<file path="src/rtl/ethpipe_rx_slot_ctrl.sv">
// rtl/ethpipe_rx_slot_ctrl.sv - RX slot ring controller between GMII receiver handshake and host.
// Define ETHPIPE_RX_IRQ_COALESCE_EN for threshold/timeout irq coalescing.
module ethpipe_rx_slot_ctrl #(
  parameter int unsigned SLOT_BITS   = 2,
  parameter int unsigned HOLD_CYCLES = 8,
  parameter int unsigned IRQ_THRESH  = 3,
  parameter logic [15:0] IRQ_TIMEOUT = 16'd1024
) (
  input  logic                 pci_clk,
  input  logic                 sys_rst_n,
  input  logic                 rx_complete,
  output logic                 rx_empty,
  output logic [SLOT_BITS-1:0] rx_wr_slot,
  output logic [SLOT_BITS-1:0] host_rd_slot,
  output logic [SLOT_BITS:0]   host_avail,
  input  logic                 host_release,
  input  logic                 irq_mask,
  input  logic                 irq_ack,
  output logic                 irq,
  output logic                 rel_err,
  output logic [15:0]          drop_cnt
);

  localparam int unsigned        NSLOT     = 2 ** SLOT_BITS;
  localparam logic [SLOT_BITS:0] CNT_FULL  = (SLOT_BITS + 1)'(NSLOT);
  localparam int unsigned        HOLD_W    = (HOLD_CYCLES > 2) ? $clog2(HOLD_CYCLES) : 1;
  localparam logic [HOLD_W-1:0]  HOLD_LOAD = HOLD_W'(HOLD_CYCLES - 1);

  typedef enum logic [1:0] {W_READY, W_HOLD, W_FULL} wstate_t;

  wstate_t            wstate;
  logic [HOLD_W-1:0]  hold_cnt;
  logic [SLOT_BITS:0] cnt_nxt;
  logic               full, empty, acc_wr, acc_rd;
  logic               pend, pend_nxt;

  always_comb begin
    full    = (host_avail == CNT_FULL);
    empty   = (host_avail == '0);
    acc_wr  = rx_complete && !full;
    acc_rd  = host_release && !empty;
    cnt_nxt = host_avail;
    if (acc_wr && !acc_rd)
      cnt_nxt = host_avail + 1'b1;
    else if (acc_rd && !acc_wr)
      cnt_nxt = host_avail - 1'b1;
  end

  // Ring pointers, occupancy and error/drop bookkeeping
  always_ff @(posedge pci_clk or negedge sys_rst_n) begin
    if (!sys_rst_n) begin
      rx_wr_slot   <= '0;
      host_rd_slot <= '0;
      host_avail   <= '0;
      drop_cnt     <= '0;
      rel_err      <= 1'b0;
    end else begin
      host_avail <= cnt_nxt;
      if (acc_wr)
        rx_wr_slot <= rx_wr_slot + 1'b1;
      if (acc_rd)
        host_rd_slot <= host_rd_slot + 1'b1;
      if (rx_complete && full && drop_cnt != 16'hFFFF)
        drop_cnt <= drop_cnt + 16'd1;
      if (host_release && empty)
        rel_err <= 1'b1;
      else if (irq_ack)
        rel_err <= 1'b0;
    end
  end

  // Reset lands in W_HOLD so the receiver sees rx_empty only after the sync window
  always_ff @(posedge pci_clk or negedge sys_rst_n) begin
    if (!sys_rst_n) begin
      wstate   <= W_HOLD;
      hold_cnt <= HOLD_LOAD;
      rx_empty <= 1'b0;
    end else if (acc_wr) begin
      wstate   <= W_HOLD;
      hold_cnt <= HOLD_LOAD;
      rx_empty <= 1'b0;
    end else begin
      case (wstate)
        W_READY: rx_empty <= 1'b1;
        W_HOLD: begin
          if (hold_cnt == '0) begin
            if (!full) begin
              wstate   <= W_READY;
              rx_empty <= 1'b1;
            end else begin
              wstate <= W_FULL;
            end
          end else begin
            hold_cnt <= hold_cnt - 1'b1;
          end
        end
        W_FULL: begin
          if (!full) begin
            wstate   <= W_READY;
            rx_empty <= 1'b1;
          end
        end
        default: begin
          wstate   <= W_HOLD;
          hold_cnt <= HOLD_LOAD;
          rx_empty <= 1'b0;
        end
      endcase
    end
  end

`ifdef ETHPIPE_RX_IRQ_COALESCE_EN
  localparam logic [15:0] TMO_LAST = IRQ_TIMEOUT - 16'd1;

  logic [15:0] timer, timer_nxt;

  always_comb begin
    timer_nxt = timer;
    pend_nxt  = pend;
    if (irq_ack) begin
      timer_nxt = '0;
      pend_nxt  = 1'b0;
    end else begin
      if (empty)
        timer_nxt = '0;
      else if (!pend && timer != TMO_LAST)
        timer_nxt = timer + 16'd1;
      if (32'(cnt_nxt) >= IRQ_THRESH || (!empty && !pend && timer == TMO_LAST))
        pend_nxt = 1'b1;
    end
  end

  always_ff @(posedge pci_clk or negedge sys_rst_n) begin
    if (!sys_rst_n)
      timer <= '0;
    else
      timer <= timer_nxt;
  end
`else
  // ack_q lets pend re-arm one cycle after an ack that left frames in the ring
  logic ack_q;

  always_comb begin
    pend_nxt = pend | acc_wr | (ack_q && !empty);
    if (irq_ack)
      pend_nxt = 1'b0;
  end

  always_ff @(posedge pci_clk or negedge sys_rst_n) begin
    if (!sys_rst_n)
      ack_q <= 1'b0;
    else
      ack_q <= irq_ack;
  end
`endif

  always_ff @(posedge pci_clk or negedge sys_rst_n) begin
    if (!sys_rst_n) begin
      pend <= 1'b0;
      irq  <= 1'b0;
    end else begin
      pend <= pend_nxt;
      irq  <= pend_nxt & ~irq_mask;
    end
  end

endmodule

</file>
<file path="config.mk">
export PLATFORM = sky130hd
export DESIGN_NAME = ethpipe_rx_slot_ctrl
export DESIGN_NICKNAME = d
export VERILOG_FILES = /design/src/rtl/ethpipe_rx_slot_ctrl.sv
export SDC_FILE = /design/constraint.sdc
export NUM_CORES = 1
export LEC_CHECK = 0
export ABC_AREA = 1
export CORE_MARGIN = 2
export CORE_UTILIZATION = 46
export DETAILED_ROUTE_END_ITERATION = 8
export DONT_BUFFER_PORTS = 1
export GPL_ROUTABILITY_DRIVEN = 1
export SLEW_MARGIN = 10
export SYNTH_ARGS = -nofsm -noshare
export SYNTH_HDL_FRONTEND = slang
export SYNTH_SLANG_ARGS = --single-unit
</file>
<file path="constraint.sdc">
create_clock -name pci_clk -period 4.3 [get_ports pci_clk]
set_input_delay 0.86 -clock pci_clk [delete_from_list [all_inputs] [get_ports pci_clk]]
set_output_delay 0.86 -clock pci_clk [all_outputs]
set_load 0.005 [all_outputs]
</file>
# Word level (Yosys, flattened, before mapping)
# Index checks and enable logic that the tools add are counted.
# word_totals
out_inout_bits	26
reg_bits	33
in_bits	6
elab_cells	67
# op_classes
eq_ne	9
addsub	6
reduce_logical	20
n_bitwise	4
n_mux	17
# ops
cell	count
adder 16 x 1 -> 16 bit, second input constant	1
!= test 16 bit, second input constant	1
2-to-1 mux 3 bit	4
!= test 3 bit, second input constant	3
logical AND 1 bit	8
2-to-1 mux 2 bit	4
zero test 3 bit	2
2-to-1 mux 1 bit	6
case mux 2 bit (3 select lines)	1
case mux 3 bit (2 select lines)	1
subtractor 3 x 1 -> 3 bit, second input constant	2
adder 2 x 1 -> 2 bit, second input constant	2
zero test 1 bit	4
nonzero test 2 bit	2
adder 3 x 1 -> 3 bit, second input constant	1
== test 3 bit, second input constant	1
case mux 1 bit (3 select lines)	1
AND reduction 3 bit	1
== test 2 x 1 -> 1 bit, second input constant	1
== test 2 bit, second input constant	1
zero test 2 bit	1
!= test 2 x 1 -> 1 bit, second input constant	1
!= test 2 bit, second input constant	1
OR 1 bit	2
4 further kinds	4

# Longest topological paths before layout
# depth
ltp_word	7
depth_mapped	10
ltp_nobuf	10

# Worst setup path before layout
# Ideal clock, no wire load.
# synth_timing
kind	in2reg
start	in rx_complete
end	reg host_avail[2]
required_time_ps	4169
setup_time_ps	131
cell_stages	8
t_arrival_ps	1981
path_slack_ps	2188
path_buffers	0
path_cell_list	nand2_2 -> inv_1 -> ha_1 -> inv_1 -> fa_1 -> a21oi_1 -> o21ai_0 -> xor2_1
# synth_between
elab_chain_cells	4
elab_cells_between_ends	6
cone_classes	mux (1); reduce/logical (5)
# synth_lines
item	line	source
start, declared	11	input logic rx_complete,
logical AND 1 bit (*)	40	acc_wr = rx_complete && !full;
named net acc_wr	34	logic full, empty, acc_wr, acc_rd;
zero test 1 bit	45	else if (acc_rd && !acc_wr)
logical AND 1 bit	45	
nonzero test 2 bit (no source line)	--	
end signal, assigned	58	host_avail <= cnt_nxt;
end, declared	15	output logic [SLOT_BITS:0] host_avail,
# The timed path passes the listed nets; every way through them passes the cells marked *.
# A chain may end at the register's enable or synchronous reset.

# Final worst setup path
# layout_timing
start	reg host_avail[1]
end	reg host_avail[1]
# layout_between
elab_cells_between_ends	15
cone_classes	add/sub (2); eq/ne (1); mux (2); reduce/logical (10)
# layout_rtl
item	line	source
== test 3 bit	38	full = (host_avail == CNT_FULL);
zero test 1 bit	--	
logical AND 1 bit	40	
named net acc_wr	34	
logical AND 1 bit	43	if (acc_wr && !acc_rd)
2-to-1 mux 3 bit	43	
named net cnt_nxt[1]	33	logic [SLOT_BITS:0] cnt_nxt;
# The timed path passes the listed nets, and every way through them passes these cells. The select of a mux whose other input is x is not followed.

==> reports/metrics.csv <==
stage,metric,value,unit
worst_setup_path,"Max FO, Critical Path",7,
yosys,Mapped Nets,262,
power,peak supply drop,0.295,mV
die,io pins,32,
sta,Period minus WS final,2070,ps
clock_tree,"Clk Latency, worst-skew pair",290,ps
clock_tree,number of clock sinks,33,
worst_setup_path,R2R Path End,host_avail[1],
worst_setup_path,CP Capture Point,host_avail[1],
clock_tree,CTS H-tree lvls,2,
global_routing,layer with the highest usage,met2,
die,die area,4680,µm²
placement,number of port buffers,0,
clock_tree,# resized after CTS,0,
global_routing,largest net degree at the start of global routing,34,
power,Pwr Density,578,nW/µm²
run_status,status,"complete, no violations",
drt,total number of vias,1462,
drt,antenna-violating nets left,0,
drt,Post-Route WL,3.58,mm
global_routing,first-pass GRT wire length,5.98,mm
drt,WL/cell,11.8,µm
global_routing,vias in the first global route,1348,
worst_setup_path,Worst EP required,4470,ps
global_routing,initial antenna violation count,0,
sta,WHS,260,ps
clock_tree,post-CTS setup repair buffer count,0,
sta,Pins Over Slew Limit,0,
worst_hold_path,Worst Hold Class,in -> async,
sta,Max Clk Rate,484,MHz
sta,Hold Fails Final Rpt,0,
drt,DRT iter0 DRCs,90,
die,Die X,68.4,µm
yosys,"EDFF count, synth",0,
drt,Via density,4.83,
sta,RSZ-0062 raised after global routing,no,
worst_setup_path,Startpoint Class,register,
finish,Area Overhead vs Synth,7.41,%
global_routing,GR Overflow Total,0,
finish,final net count,267,
global_routing,met2 GRT Util,27.3,%
power,Leakage,1.05,nW
job,Max Cap Viol,0,
clock_tree,"Reg clk slew, reported paths",70,ps
sta,Worst slew margin,79.9,%
sta,Final Skew,3.70,ps
finish,# diodes,0,
worst_setup_path,critical path capture point type,register,
clock_tree,CTS tree,yes,
yosys,Yosys Warn Count,0,
placement,GPL Wtd Cong,0.754,
yosys,syn avg cell area,7.73,µm²
clock_tree,Root Driver,clkbuf_8,
yosys,Netlist cell types,25,
die,core area,4000,µm²
yosys,Post-Syn Instances,247,
sta,final setup TNS,0,ps
yosys,Synth area leaders,"dfrtp_1 (38%), nand2_1 (19%), dfstp_2 (5.5%)",
worst_setup_path,CP arrival,2240,ps
worst_setup_path,Worst Reg2Reg Path Length in Cells,8,
sta,measured slew at the worst slew-check pin,300,ps
die,die height,68.4,µm
global_routing,met3 usage,5.92,%
worst_setup_path,worst r2r src,host_avail[1],
placement,post-DP HPWL,2.62,mm
yosys,largest area contributor in the netlist,dfrtp_1,
die,Cell Rows,23,
drt,drt pass-1 iters,4,
global_routing,gr usage total,17.2,%
yosys,sequential share of the synthesized area,43.5,%
clock_tree,TritonCTS buffer count,5,
clock_tree,"Hold-fix buffers, CTS",0,
sta,final worst-path cycle share,48.0,%
worst_setup_path,"reg-to-reg slack, setup",2230,ps
drt,DRC,0,
worst_setup_path,Setup crit start,host_avail[1],
sta,Setup Viol. Count Final,0,
finish,most frequent cells in the layout,"nand2_1 (95), dfrtp_1 (29), inv_1 (28)",
yosys,fraction of synthesis flops using an asynchronous set or reset pin,100,%
die,Initial Utilization,47.7,%
yosys,mapped cell area,1910,µm²
yosys,#FFs+latches synth,33,
yosys,commonest register cell after synthesis,dfrtp_1,
finish,fin util,51.3,%
clock_tree,clk buf depth,2,
worst_setup_path,Crit Path Class,reg -> reg,
yosys,Yosys top cell area share,38.0,%
finish,"most common cell after layout, fill and taps aside",nand2_1,
finish,layout cells sized above 1,10.3,%
global_routing,met1 Use GR,21.1,%
worst min path at each step:
stage | start | to | slack (ps) | cells after the start
after floorplan | hold_cnt[2] | hold_cnt[2] | 440 | 2
after global placement | hold_cnt[2] | hold_cnt[2] | 450 | 2
after detailed placement | hold_cnt[2] | hold_cnt[2] | 450 | 2
after CTS | sys_rst_n | host_avail[1] | 250 | 0
after global routing | sys_rst_n | drop_cnt[7] | 250 | 0
final | sys_rst_n | drop_cnt[7] | 260 | 0
kinds of logic after synthesis:
| logic type | Yosys count | synth area share [%] |
|---|---|---|
| adder cells (fa/ha/maj) | 9 | 6.29 |
| buffers and inverters | 30 | 6.68 |
| AO/OA/AOI/OAI | 14 | 4.06 |
| multiplexers | 1 | 0.590 |
| AND/OR/NAND/NOR | 149 | 33.8 |
| XOR/XNOR | 11 | 5.05 |
| flip-flops | 33 | 43.5 |
routing by layer:
metal  wire (µm)  up-vias
met1        1680      658
met3         182        4
li1            -      772
met4          56        0
met5           0        -
met2        1660       28
power by group:
part           total, mW  internal, mW  switching [mW]  leakage, nW
registers          0.531         0.414           0.117        0.413
clock network      0.262         0.145           0.117       0.0542
logic              0.392         0.157           0.235        0.578
critical path, cell delays in order (launching register included):
cell and delay, ps:
dfrtp_1 440, nor2_2 180, nand2_2 100, nand2_2 130, inv_1 110, ha_1 210, inv_1 90, fa_1 410
mux2_2 270
sequential cells by signal, summed over array words and instances (netlist names):
| register | cells |
|---|---|
| wstate | 2 |
| rx_empty | 1 |
| rel_err | 1 |
| host_rd_slot | 2 |
| irq | 1 |
| host_avail | 3 |
| rx_wr_slot | 2 |
| drop_cnt | 16 |
| pend | 1 |
| ack_q | 1 |
| hold_cnt | 3 |
cell type report:
type / count / area, µm²
fillers: 388 / 1950
multi-input cells: 184 / 951
flip-flops and latches: 33 / 831
inverters: 28 / 105
clock buffers: 7 / 96.3
well taps: 50 / 62.6
clock inverters: 1 / 5.00
Yosys cell counts, types with 4 or more instances:
cell	instances
xnor2_1	4
inv_1	28
ha_1	8
nor2_1	24
o21ai_0	10
dfstp_2	4
nand4_1	5
nand3_1	10
nand2_2	7
xor2_1	7
dfrtp_1	29
nand2_1	95
metrics by stage:
stage	power (mW)	instances	cell area, µm²	setup slack [ps]
floorplan	0.852	247	1910	2190
global placement	0.927	295	1950	2100
detailed placement	0.933	295	1950	2070
CTS	1.20	303	2050	2210
global route	1.29	303	2050	1980
finish	1.18	303	2050	2230
Note: power is estimated with default switching activity, not from simulation.
